**config.mk**
```make
export PLATFORM = sky130hd
export DESIGN_NAME = fir_sequencer
export DESIGN_NICKNAME = d
export VERILOG_FILES = /design/src/rtl/fir_sequencer.sv
export SDC_FILE = /design/constraint.sdc
export NUM_CORES = 1
export LEC_CHECK = 0
export BUFFER_PORTS_ARGS = -buffer_cell sky130_fd_sc_hd__buf_4
export CELL_PAD_IN_SITES_DETAIL_PLACEMENT = 0
export CELL_PAD_IN_SITES_GLOBAL_PLACEMENT = 1
export CORE_AREA = 2 2 40 60
export DETAILED_ROUTE_END_ITERATION = 16
export DIE_AREA = 0 0 42 62
export GPL_TIMING_DRIVEN = 0
export PLACE_DENSITY = 0.8
export SLEW_MARGIN = 15
export SYNTH_ARGS = -nofsm -noshare
export SYNTH_HDL_FRONTEND = slang
export SYNTH_SLANG_ARGS = --single-unit
```
**constraint.sdc**
```tcl
create_clock -name clk -period 5 [get_ports clk]
set_input_delay 0.25 -clock clk [delete_from_list [all_inputs] [get_ports clk]]
set_output_delay 0.25 -clock clk [all_outputs]
set_load 0.005 [all_outputs]
```
**src/rtl/fir_sequencer.sv**
```systemverilog
// -----------------------------------------------------------------------------
// fir_sequencer
//
// Control FSM for a folded symmetric FIR datapath. The datapath has two
// address-shift registers, a symmetric-pair adder, a coefficient ROM and a MAC.
// The sequencer accepts one sample per valid/ready handshake. For each sample
// it steps the tap addresses through the H = N_TAPS/2 symmetric pairs. It
// then lets the product pipeline drain and pulses the output-register load.
//
// Ports
//   clk        in   system clock, rising edge
//   rst        in   asynchronous active-low reset
//   in_valid   in   sample present at the datapath input register
//   in_ready   out  sequencer can accept a sample (IDLE or DONE)
//   shift_en   out  one-cycle pulse: load input register, shift both ASRs
//   tap_up     out  forward ASR address / ROM address (0..H-1)
//   tap_down   out  reverse ASR address (H-1..0)
//   addr_valid out  tap_up/tap_down meaningful this cycle
//   mac_clr    out  one-cycle pulse: zero the accumulator
//   mac_en     out  accumulate product at MAC input (addr_valid delayed PIPE_LAT)
//   out_load   out  one-cycle pulse: capture MAC result
//   busy       out  FSM not idle
// -----------------------------------------------------------------------------
module fir_sequencer #(
  parameter int N_TAPS   = 16,
  parameter int PIPE_LAT = 3,
  parameter int AW       = $clog2(N_TAPS / 2)
) (
  input  logic          clk,
  input  logic          rst,
  input  logic          in_valid,
  output logic          in_ready,
  output logic          shift_en,
  output logic [AW-1:0] tap_up,
  output logic [AW-1:0] tap_down,
  output logic          addr_valid,
  output logic          mac_clr,
  output logic          mac_en,
  output logic          out_load,
  output logic          busy
);

  localparam int H  = N_TAPS / 2;
  localparam int DW = (PIPE_LAT > 1) ? $clog2(PIPE_LAT) : 1;

  localparam logic [AW-1:0] K_LAST = AW'(H - 1);
  localparam logic [DW-1:0] D_LAST = DW'(PIPE_LAT - 1);

  typedef enum logic [2:0] {
    S_IDLE  = 3'd0,
    S_LOAD  = 3'd1,
    S_RUN   = 3'd2,
    S_DRAIN = 3'd3,
    S_DONE  = 3'd4
  } state_e;

  state_e                state_q, state_d;
  logic [AW-1:0]         k_q, k_d;
  logic [DW-1:0]         d_q, d_d;
  logic [PIPE_LAT-1:0]   pipe_q, pipe_d;

  logic                  in_ready_q, in_ready_d;
  logic                  shift_en_q, shift_en_d;
  logic [AW-1:0]         tap_up_q, tap_up_d;
  logic [AW-1:0]         tap_down_q, tap_down_d;
  logic                  addr_valid_q, addr_valid_d;
  logic                  mac_clr_q, mac_clr_d;
  logic                  out_load_q, out_load_d;
  logic                  busy_q, busy_d;

  // Next-state logic for the FSM and its two index counters.
  always_comb begin
    state_d = state_q;
    k_d     = k_q;
    d_d     = d_q;
    case (state_q)
      S_IDLE: begin
        if (in_valid) begin
          state_d = S_LOAD;
        end else begin
          state_d = S_IDLE;
        end
      end
      S_LOAD: begin
        k_d     = '0;
        state_d = S_RUN;
      end
      S_RUN: begin
        // k only returns to zero when RUN is left, so addresses stay below H.
        if (k_q == K_LAST) begin
          k_d     = '0;
          d_d     = '0;
          state_d = S_DRAIN;
        end else begin
          k_d     = k_q + AW'(1);
        end
      end
      S_DRAIN: begin
        if (d_q == D_LAST) begin
          d_d     = '0;
          state_d = S_DONE;
        end else begin
          d_d     = d_q + DW'(1);
        end
      end
      S_DONE: begin
        if (in_valid) begin
          state_d = S_LOAD;
        end else begin
          state_d = S_IDLE;
        end
      end
      default: begin
        state_d = S_IDLE;
        k_d     = '0;
        d_d     = '0;
      end
    endcase
  end

  // Compute the output values from the next state. Registering these values
  // gives glitch-free outputs that still line up with the state decode.
  always_comb begin
    in_ready_d   = (state_d == S_IDLE) || (state_d == S_DONE);
    shift_en_d   = (state_d == S_LOAD);
    mac_clr_d    = (state_d == S_LOAD);
    addr_valid_d = (state_d == S_RUN);
    out_load_d   = (state_d == S_DONE);
    busy_d       = (state_d != S_IDLE);
    if (state_d == S_RUN) begin
      tap_up_d   = k_d;
      tap_down_d = K_LAST - k_d;
    end else begin
      tap_up_d   = '0;
      tap_down_d = '0;
    end
    // Delay line: bit 0 is addr_valid one cycle late, and the MSB is PIPE_LAT late.
    pipe_d    = pipe_q << 1;
    pipe_d[0] = addr_valid_q;
  end

  // State, counters, delay line and registered outputs.
  always_ff @(posedge clk or negedge rst) begin
    if (!rst) begin
      state_q      <= S_IDLE;
      k_q          <= '0;
      d_q          <= '0;
      pipe_q       <= '0;
      in_ready_q   <= 1'b1;
      shift_en_q   <= 1'b0;
      tap_up_q     <= '0;
      tap_down_q   <= '0;
      addr_valid_q <= 1'b0;
      mac_clr_q    <= 1'b0;
      out_load_q   <= 1'b0;
      busy_q       <= 1'b0;
    end else begin
      state_q      <= state_d;
      k_q          <= k_d;
      d_q          <= d_d;
      pipe_q       <= pipe_d;
      in_ready_q   <= in_ready_d;
      shift_en_q   <= shift_en_d;
      tap_up_q     <= tap_up_d;
      tap_down_q   <= tap_down_d;
      addr_valid_q <= addr_valid_d;
      mac_clr_q    <= mac_clr_d;
      out_load_q   <= out_load_d;
      busy_q       <= busy_d;
    end
  end

  assign in_ready   = in_ready_q;
  assign shift_en   = shift_en_q;
  assign tap_up     = tap_up_q;
  assign tap_down   = tap_down_q;
  assign addr_valid = addr_valid_q;
  assign mac_clr    = mac_clr_q;
  assign mac_en     = pipe_q[PIPE_LAT-1];
  assign out_load   = out_load_q;
  assign busy       = busy_q;

endmodule

```
# Word level (Yosys, flattened, before mapping)
# Cells that the tools add are included.
# W data, S select, Z words.
dict set report op_classes {
  n_addsub 3
  multipliers 0
  n_div 0
  n_lt_le_gt_ge 0
  eq_ne 10
  shifts 0
  n_mux 11
  n_bitwise 1
  n_reduce_logical 8
}
# cell n
set ops {}
lappend ops {{$mux W3} 5}
lappend ops {{$pmux W3 S4} 1}
lappend ops {{$eq A3 B2 Y1 const B} 3}
lappend ops {{$eq A3 B3 Y1 const B} 3}
lappend ops {{$eq A3 B1 Y1 const B} 2}
lappend ops {{$logic_not A3 Y1} 2}
lappend ops {{$pmux W2 S3} 1}
lappend ops {{$pmux W3 S2} 1}
lappend ops {{$reduce_or A3 Y1} 2}
lappend ops {{$mux W2} 2}
lappend ops {{$add A3 B1 Y3 const B} 1}
lappend ops {{$reduce_bool A3 Y1} 1}
lappend ops {{$sub A3 B3 Y3 const A} 1}
lappend ops {{$add A2 B1 Y2 const B} 1}
lappend ops {{$eq A2 B2 Y1 const B} 1}
lappend ops {{$ne A2 B2 Y1 const B} 1}
lappend ops {{$reduce_and A2 Y1} 1}
lappend ops {{$reduce_or A2 Y1} 1}
lappend ops {{$logic_or A1 B1 Y1} 1}
lappend ops {{$mux W1} 1}
lappend ops {{$not A1 Y1} 1}
dict set report totals {
  reg_bits 22
  latchBits 0
  ramBits 0
  mem_bits_ro 0
  inputBits 3
  output_inout_bits 13
  wordCells 44
  mem_count 0
}

# Depth between registers and ports, before layout
# Gate-level depths: netlist of the first run.
dict set report logic_depth {
  ltp_word 5
  mapped_depth 6
  depth_no_buf 5
}

# Worst setup path before layout of the first run
# Ideal clock, no wire load.
dict set report synth_timing {
  path_type {flip-flop to flip-flop}
  start {register k_q[0]}
  end {register tap_down_q[1], in the netlist tap_down[1]}
  setup_ns 0.072
  arrival_time_ns 1.500
  setup_slack_ns 3.428
  path_stages_with_launch 7
  n_path_buf 1
  synth_period_minus_slack_ns 1.572
  cell_sequence {dfrtp_1 ha_1 ha_1 or3b_1 buf_2 o21a_1 nor2_1}
}
dict set report synth_via {
  elab_chain_cells 5
}
# item line_no
set synth_lines {}
lappend synth_lines {{from (decl)} 58} ;# logic [AW-1:0] k_q, k_d;
lappend synth_lines {{from (signal assigned)} 159} ;# k_q <= k_d;
lappend synth_lines {{$add A3 B1 Y3 or $eq A3 B3 Y1 (tied branches)} {95, 90}}
lappend synth_lines {{$mux W3} 90} ;# if (k_q == K_LAST) begin
lappend synth_lines {{$pmux W3 S2 or $pmux W3 S4 (tied branches)} 76} ;# case (state_q)
lappend synth_lines {{$sub A3 B3 Y3 or $eq A3 B2 Y1 (tied branches)} {132, 130}}
lappend synth_lines {{$mux W3 (*)} 130} ;# if (state_d == S_RUN) begin
lappend synth_lines {{via tap_down_d[1]} 65} ;# logic [AW-1:0] tap_down_q, tap_down_d;
lappend synth_lines {{to (signal assigned)} 165} ;# tap_down_q <= tap_down_d;
lappend synth_lines {{to (decl)} 65}
# Mark *: on every way through the listed nets, which the timed path passes. The rest lies on a longest branch.
# A chain may end at the register's enable or synchronous reset.

# Final worst setup path of the first run
# Ends and elaborated chain as after synthesis.

==> results.sh, run 1 <==
export IMPL_grt_pass1_wl_mm=2.44
export IMPL_reg2regPathDepth=6
export IMPL_cts_root_buffer="clkbuf_4"
export IMPL_rr_endpoint="tap_down[1]"
export IMPL_worst_slew_pin_slew_ps=404
export IMPL_placementRows=21
export IMPL_slew_viol_final=0
export IMPL_startpoint_type="register"
export IMPL_fillers=197
export IMPL_p_per_area_nw_per_um2=638
export IMPL_io_buffers=15
export IMPL_gp_congestion=0.823
export IMPL_synth_top_family_by_area="compound AO/OA/AOI/OAI gates"
export IMPL_synth_top_flop_cell="dfrtp_1"
export IMPL_antenna_cells=0
export IMPL_synth_largest_area_cell="dfrtp_1"
export IMPL_dp_hpwl_mm=1.05
export IMPL_synth_most_common_cell="dfrtp_1"
export IMPL_synth_compound_area_share_pct=14.7
export IMPL_drt_iter0_drc=16
export IMPL_crit_slowest_cell="dfrtp_1"
export IMPL_synth_net_count=80
export IMPL_slowest_delay_ps=440
export IMPL_numCtsBuffers=3
export IMPL_antenna_found_initial=0
export IMPL_netlist_instances=75
export IMPL_synth_seq_cells=22
export IMPL_hold_class="input port to register"
export IMPL_setup_tns_ps=0
export IMPL_postCtsSetupBuffers=0
export IMPL_static_leakage_power_nw=0.543
export IMPL_vias_per_cell=5.12
export IMPL_rsz0062_at_grt="no"
export IMPL_cts_max_level=1
export IMPL_synth_xor_area_share_pct=0
export IMPL_synth_top_area_share_pct=59.4
export IMPL_syn_area_um2=885
export IMPL_die_x_um=42
export IMPL_clkTransAtPathRegs_ps=120
export IMPL_cp_buffers_inverters=1
export IMPL_muxShareOfSynthArea_pct=1.27
export IMPL_cts_buffer_depth=2
export IMPL_cts_resized_gates=0
export IMPL_r2r_slack_ps=3300
export IMPL_yosysWarnings=0
export IMPL_clock_latency_ps=300
export IMPL_firstDrtPassIters=4
export IMPL_num_vias=604
export IMPL_synth_cell_types=29
export IMPL_cpLargestDelayFamily="adder cells"
export IMPL_fmax_ghz=0.587
export IMPL_start_util_pct=41.6
export IMPL_worstReg2RegStart="k_q[0]"
export IMPL_crit_path_max_fanout=6
export IMPL_relSlewSlack_pct=73.0
export IMPL_cp_depth=6
export IMPL_crit_top_cell="ha_1"
export IMPL_peakVddDrop_mv=0.259
export IMPL_hold_depth=3
export IMPL_die_h_um=62
export IMPL_finClkSkew_ps=8.14
export IMPL_synth_enable_flop_cells=0
export IMPL_synth_commonest_cells="dfrtp_1, nor2_1, and2_1, nand2_1"
export IMPL_num_io_pins=16
export IMPL_grt_max_degree=23
export IMPL_final_cells=118
export IMPL_worstSetupPathType="register to register"
export IMPL_synthAdderAreaFrac_pct=2.83
export IMPL_clock_sinks=22
export IMPL_worstHoldStart="in_valid"
export IMPL_routed_wl_mm=1.43
export IMPL_synth_area_leaders="dfrtp_1, dfstp_2, and2_1, ha_1, nor2_1"
export IMPL_crit_chain="ha_1 -> ha_1 -> or3b_1 -> buf_2 -> o21a_1 -> nor2_1"
export IMPL_core_area_um2=2130
export IMPL_post_route_period_util_pct=34.1
export IMPL_grt_usage_pct=12.6
export IMPL_placed_cells=113
export IMPL_nNetsFinal=101
export IMPL_synthSimpleGateAreaFrac_pct=14.6
export IMPL_tritoncts="yes"
export IMPL_overflow=0
export IMPL_drive_above_1_share_pct=27.4
export IMPL_antenna_left=0
export IMPL_drc=0
export IMPL_crit_arrival_ps=1930
export IMPL_worst_hold_path_endpoint="mac_clr"
export IMPL_fin_crit_ps=1700
export IMPL_worstSetupEndpointType="register"
export IMPL_grt_pass1_vias=550
export IMPL_syn_area_per_cell_um2=11.8
export IMPL_hold_viol_final=0
export IMPL_post_drt_wl_per_cell_um=12.1
export IMPL_status="complete, no violations"
export IMPL_required_ps=5230
export IMPL_finalSetupViolCount=0
export IMPL_cap_violations=0
export IMPL_area_growth_pct=23.1
export IMPL_synth_seq_area_share_pct=62.4
export IMPL_ys_async_sr_fraction_pct=100
export IMPL_dieArea_um2=2600
-- cell families (layout without fill, tap and decap cells) --
group	after synthesis	count (layout)
compound gates	18	18
mux	1	1
flops	22	22
simple gates	24	24
fa+ha+maj	2	2
buf+inv	8	28
-- final cells by class --
cell class / instances / area, um^2 / share of cell area (%)
buffer: 5 / 26.3 / 2.41
timing repair buffer: 16 / 123 / 11.3
clock buffer: 3 / 22.5 / 2.07
clock inverter: 1 / 30.0 / 2.76
multi-input combinational: 45 / 295 / 27.1
inverter: 3 / 11.3 / 1.03
sequential: 22 / 552 / 50.7
tap: 23 / 28.8 / 2.64
-- registers in the layout (all words and copies together) (netlist names), 2 cells and up --
| name | cells |
|---|---|
| k_q | 3 |
| pipe_q | 3 |
| state_q | 3 |
| tap_down | 3 |
| tap_up | 3 |
| d_q | 2 |
-- tightest hold or removal path: cells and delay by family --
family / cells / cell delay, ps
and+or+nand+nor: 1 / 60
buffers and inverters: 2 / 150
-- what timing repair did --
item	4_1_cts	5_1_grt
endpoints found under the setup margin	0	0
hold buffers	1	0
endpoints found under the hold margin	21	0
-- worst max path at each step --
| stage | from | to | slack, ps |
|---|---|---|---|
| 2_1_floorplan | k_q[0] | tap_down[1] | 3430 |
| 3_3_place_gp | k_q[0] | tap_down[2] | 3340 |
| 3_5_place_dp | k_q[0] | tap_down[2] | 3340 |
| 4_1_cts | k_q[0] | tap_down[2] | 3290 |
| 5_1_grt | k_q[0] | tap_down[0] | 3180 |
| 6_report | k_q[0] | tap_down[1] | 3300 |
-- where the power goes --
part           leakage (nW)  switching, mW  total, mW  internal [mW]
logic                 0.248          0.124      0.274          0.150
clock network        0.0279         0.0497      0.131         0.0810
registers             0.267         0.0372      0.290          0.253
-- layout by cell type (no fill, tap or decap), drive strengths merged, types with 2 or more instances in the layout --
cell,count
a21oi,2
and2,4
nor3,2
a22oi,2
o22ai,3
nand2,4
dfrtp,21
o21a,3
nor2,6
o2bb2ai,2
buf,19
nor2b,3
ha,2
inv,3
clkbuf,4
-- through the flow --
step / total power, mW / util [%] / cell area [um^2] / hold WS [ps] / worst slack [ps]
2_1_floorplan: 0.468 / - / 885 / -45.6 / 3430
3_3_place_gp: 0.561 / 48.2 / 1030 / 147 / 3340
3_5_place_dp: 0.569 / 48.2 / 1030 / 150 / 3340
4_1_cts: 0.706 / 51.1 / 1090 / 159 / 3290
5_1_grt: 0.754 / 51.1 / 1090 / 160 / 3180
6_report: 0.695 / 51.1 / 1090 / 175 / 3300
-- layer usage --
metal,vias to the layer above,part of all wire (%),track usage [%]
met1,290,42,15.3
met4,0,0.77,6.91
li1,298,-,-
met3,2,3.8,1.73
met5,-,0,0
met2,14,53,21.9
Power figures use the tool's default switching activity.
==> run 2: changes to the inputs <==
--- a/config.mk
+++ b/config.mk
@@ -5,14 +5,15 @@
 export SDC_FILE = /design/constraint.sdc
 export NUM_CORES = 1
 export LEC_CHECK = 0
+export ABC_AREA = 1
 export BUFFER_PORTS_ARGS = -buffer_cell sky130_fd_sc_hd__buf_4
 export CELL_PAD_IN_SITES_DETAIL_PLACEMENT = 0
 export CELL_PAD_IN_SITES_GLOBAL_PLACEMENT = 1
-export CORE_AREA = 2 2 40 60
+export CORE_AREA = 2 2 41 62
 export DETAILED_ROUTE_END_ITERATION = 16
-export DIE_AREA = 0 0 42 62
+export DIE_AREA = 0 0 43 64
 export GPL_TIMING_DRIVEN = 0
-export PLACE_DENSITY = 0.8
+export PLACE_DENSITY = 0.75
 export SLEW_MARGIN = 15
 export SYNTH_ARGS = -nofsm -noshare
 export SYNTH_HDL_FRONTEND = slang
==> constraint.sdc (replaced) <==
create_clock -name clk -period 1.75 [get_ports clk]
set_input_delay 0.0875 -clock clk [delete_from_list [all_inputs] [get_ports clk]]
set_output_delay 0.0875 -clock clk [all_outputs]
set_load 0.005 [all_outputs]
==> results.sh, run 2 <==
export IMPL_antenna_cells=0
export IMPL_finalInstanceArea_um2=1050
export IMPL_regArea_um2=552
export IMPL_cts_max_level=1
export IMPL_synth_top_flop_cell="dfrtp_1"
export IMPL_clkTransAtPathRegs_ps=110
export IMPL_synth_seq_area_share_pct=64.9
export IMPL_grt_usage_pct=11.8
export IMPL_hold_class="input port to register"
export IMPL_crit_slowest_cell="dfrtp_1"
export IMPL_area_growth_pct=24.0
export IMPL_layout_common_cells="dfrtp_1, buf_4, nor2_1, inv_1, nand2_1"
export IMPL_firstDrtPassIters=4
export IMPL_p_per_area_nw_per_um2=1830
export IMPL_worstSetupPathType="register to register"
export IMPL_clock_latency_ps=300
export IMPL_yosysWarnings=0
export IMPL_status="complete, no violations"
export IMPL_relSlewSlack_pct=81.8
export IMPL_dpl_cell_area_um2=991
export IMPL_drc=0
export IMPL_finClkSkew_ps=1.43
export IMPL_synth_most_common_cell="dfrtp_1"
export IMPL_drive_above_1_share_pct=28.0
export IMPL_num_vias=576
export IMPL_fin_crit_ps=1330
export IMPL_crit_chain="ha_1 -> ha_1 -> nand4_1 -> nand4_4 -> nor2_1"
export IMPL_synth_commonest_cells="dfrtp_1, nor2_1, inv_1, nand2_1, nand3_1"
export IMPL_multiInputGateArea_um2=249
export IMPL_placementRows=21
export IMPL_syn_area_per_cell_um2=10.6
export IMPL_synth_top_area_share_pct=61.9
export IMPL_synth_area_leaders="dfrtp_1, nor2_1, inv_1, nand2_1, nand3_1"
export IMPL_clock_sinks=22
export IMPL_worstSetupEndpointType="register"
export IMPL_setup_worst_path_start="k_q[0]"
export IMPL_slowest_delay_ps=420
export IMPL_gp_congestion=0.707
export IMPL_nNetsFinal=106
export IMPL_crit_path_max_fanout=6
export IMPL_crit_top_cell="ha_1"
export IMPL_cts_buffer_depth=2
export IMPL_antenna_found_initial=0
export IMPL_drt_iter0_drc=9
export IMPL_cap_violations=0
export IMPL_fmax_ghz=0.752
export IMPL_core_area_um2=2210
export IMPL_die_h_um=64
export IMPL_routed_wl_mm=1.34
export IMPL_finalSetupViolCount=0
export IMPL_die_x_um=43
export IMPL_synth_largest_area_cell="dfrtp_1"
export IMPL_grt_pass1_wl_mm=2.44
export IMPL_synth_seq_cells=22
export IMPL_finalPower_mw=1.93
export IMPL_post_route_period_util_pct=75.9
export IMPL_final_common_cell="dfrtp_1"
export IMPL_rsz0062_at_grt="no"
export IMPL_tritoncts="yes"
export IMPL_synth_cell_types=17
export IMPL_hold_depth=3
export IMPL_postCtsSetupBuffers=0
export IMPL_dieArea_um2=2750
export IMPL_post_drt_wl_per_cell_um=10.9
export IMPL_ys_async_sr_fraction_pct=100
export IMPL_startpoint_type="register"
export IMPL_cts_root_buffer="clkbuf_4"
export IMPL_overflow=0
export IMPL_dp_hpwl_mm=1.00
export IMPL_numCtsBuffers=3
export IMPL_final_cells=123
export IMPL_grt_pass1_vias=605
export IMPL_worst_slew_pin_slew_ps=272
export IMPL_peakVddDrop_mv=0.760
export IMPL_required_ps=1990
export IMPL_start_util_pct=38.5
export IMPL_placed_cells=118
export IMPL_netlist_instances=80
export IMPL_worstHoldStart="in_valid"
export IMPL_hold_ws_ps=98.2
export IMPL_antenna_left=0
export IMPL_grt_max_degree=23
export IMPL_worstReg2RegStart="k_q[0]"
export IMPL_vias_per_cell=4.68
export IMPL_synth_enable_flop_cells=0
export IMPL_num_io_pins=16
export IMPL_syn_area_um2=850
export IMPL_reg2regPathDepth=5
export IMPL_static_leakage_power_nw=0.559
export IMPL_setup_tns_ps=0
export IMPL_fillers=223
export IMPL_io_buffers=15
export IMPL_synth_net_count=85
export IMPL_hold_viol_final=0
export IMPL_slew_viol_final=0
export IMPL_crit_arrival_ps=1570
## run 2: cell types whose count changed after synthesis, sizes merged, moves of 4 or more
| cell | before | now |
|---|---|---|
| nand2 | 4 | 14 |
| inv | 3 | 11 |
| nand3 | 0 | 7 |
| nor2 | 6 | 13 |
| and2 | 4 | 0 |
| o21ai | 1 | 5 |
## run 2: area by class of cell
type	count	area share [%]
sequential	22	52.4
tap	23	2.73
timing repair buffer	16	11.6
multi-input combinational	46	23.6
inverter	11	3.92
clock inverter	1	2.85
clock buffer	3	2.14
buffer	1	0.713
## run 2: kinds of logic after synthesis
logic type      Yosys count  share of synthesized area [%]
fa+ha+maj                 2                           2.95
compound gates            7                           4.57
simple gates             37                           21.8
flops                    22                           64.9
buf+inv                  12                           5.74
## run 2: layer usage
layer,share of wire [%],global-route usage (%),vias to the layer above,routed length [um]
li1,-,-,290,-
met1,41,13.2,276,554
met2,54,20.8,8,725
met3,3.6,2.26,2,48
met4,1.1,5.68,0,15
met5,0,0,-,0
## run 2: timing repair
action | 4_1_cts | 5_1_grt
gates resized for setup | 0 | 0
hold endpoints to repair | 22 | 0
hold buffers | 1 | 0
## run 2: power breakdown
group	internal, mW	switching (mW)
clock network	0.231	0.143
registers	0.715	0.109
logic	0.317	0.414
total	1.26	0.665
## run 2: path summary, 6_finish.rpt
| kind | to | slack [ps] |
|---|---|---|
| setup / recovery | tap_down[0] | 420 |
| hold / removal | mac_clr | 100 |
| setup reg to reg | tap_down[0] | 420 |
| hold reg to reg | pipe_q[2] | 360 |
| max in group asynchronous | in_ready | 1280 |
| min in group asynchronous | out_load | 200 |
## run 2: critical path, delay by kind of cell, from the launching register on
| family | cells | cell delay (ps) |
|---|---|---|
| AND/OR/NAND/NOR | 3 | 430 |
| adder cells (fa/ha/maj) | 2 | 420 |
| flip-flops | 1 | 420 |
## run 2: stage by stage
| step | utilization, % | worst slack, ps |
|---|---|---|
| detailed placement | 44.9 | 424 |
| CTS | 47.7 | 405 |
| global route | 47.7 | 290 |
| global placement | 44.9 | 432 |
| finish | 47.7 | 421 |
| floorplan | - | 537 |
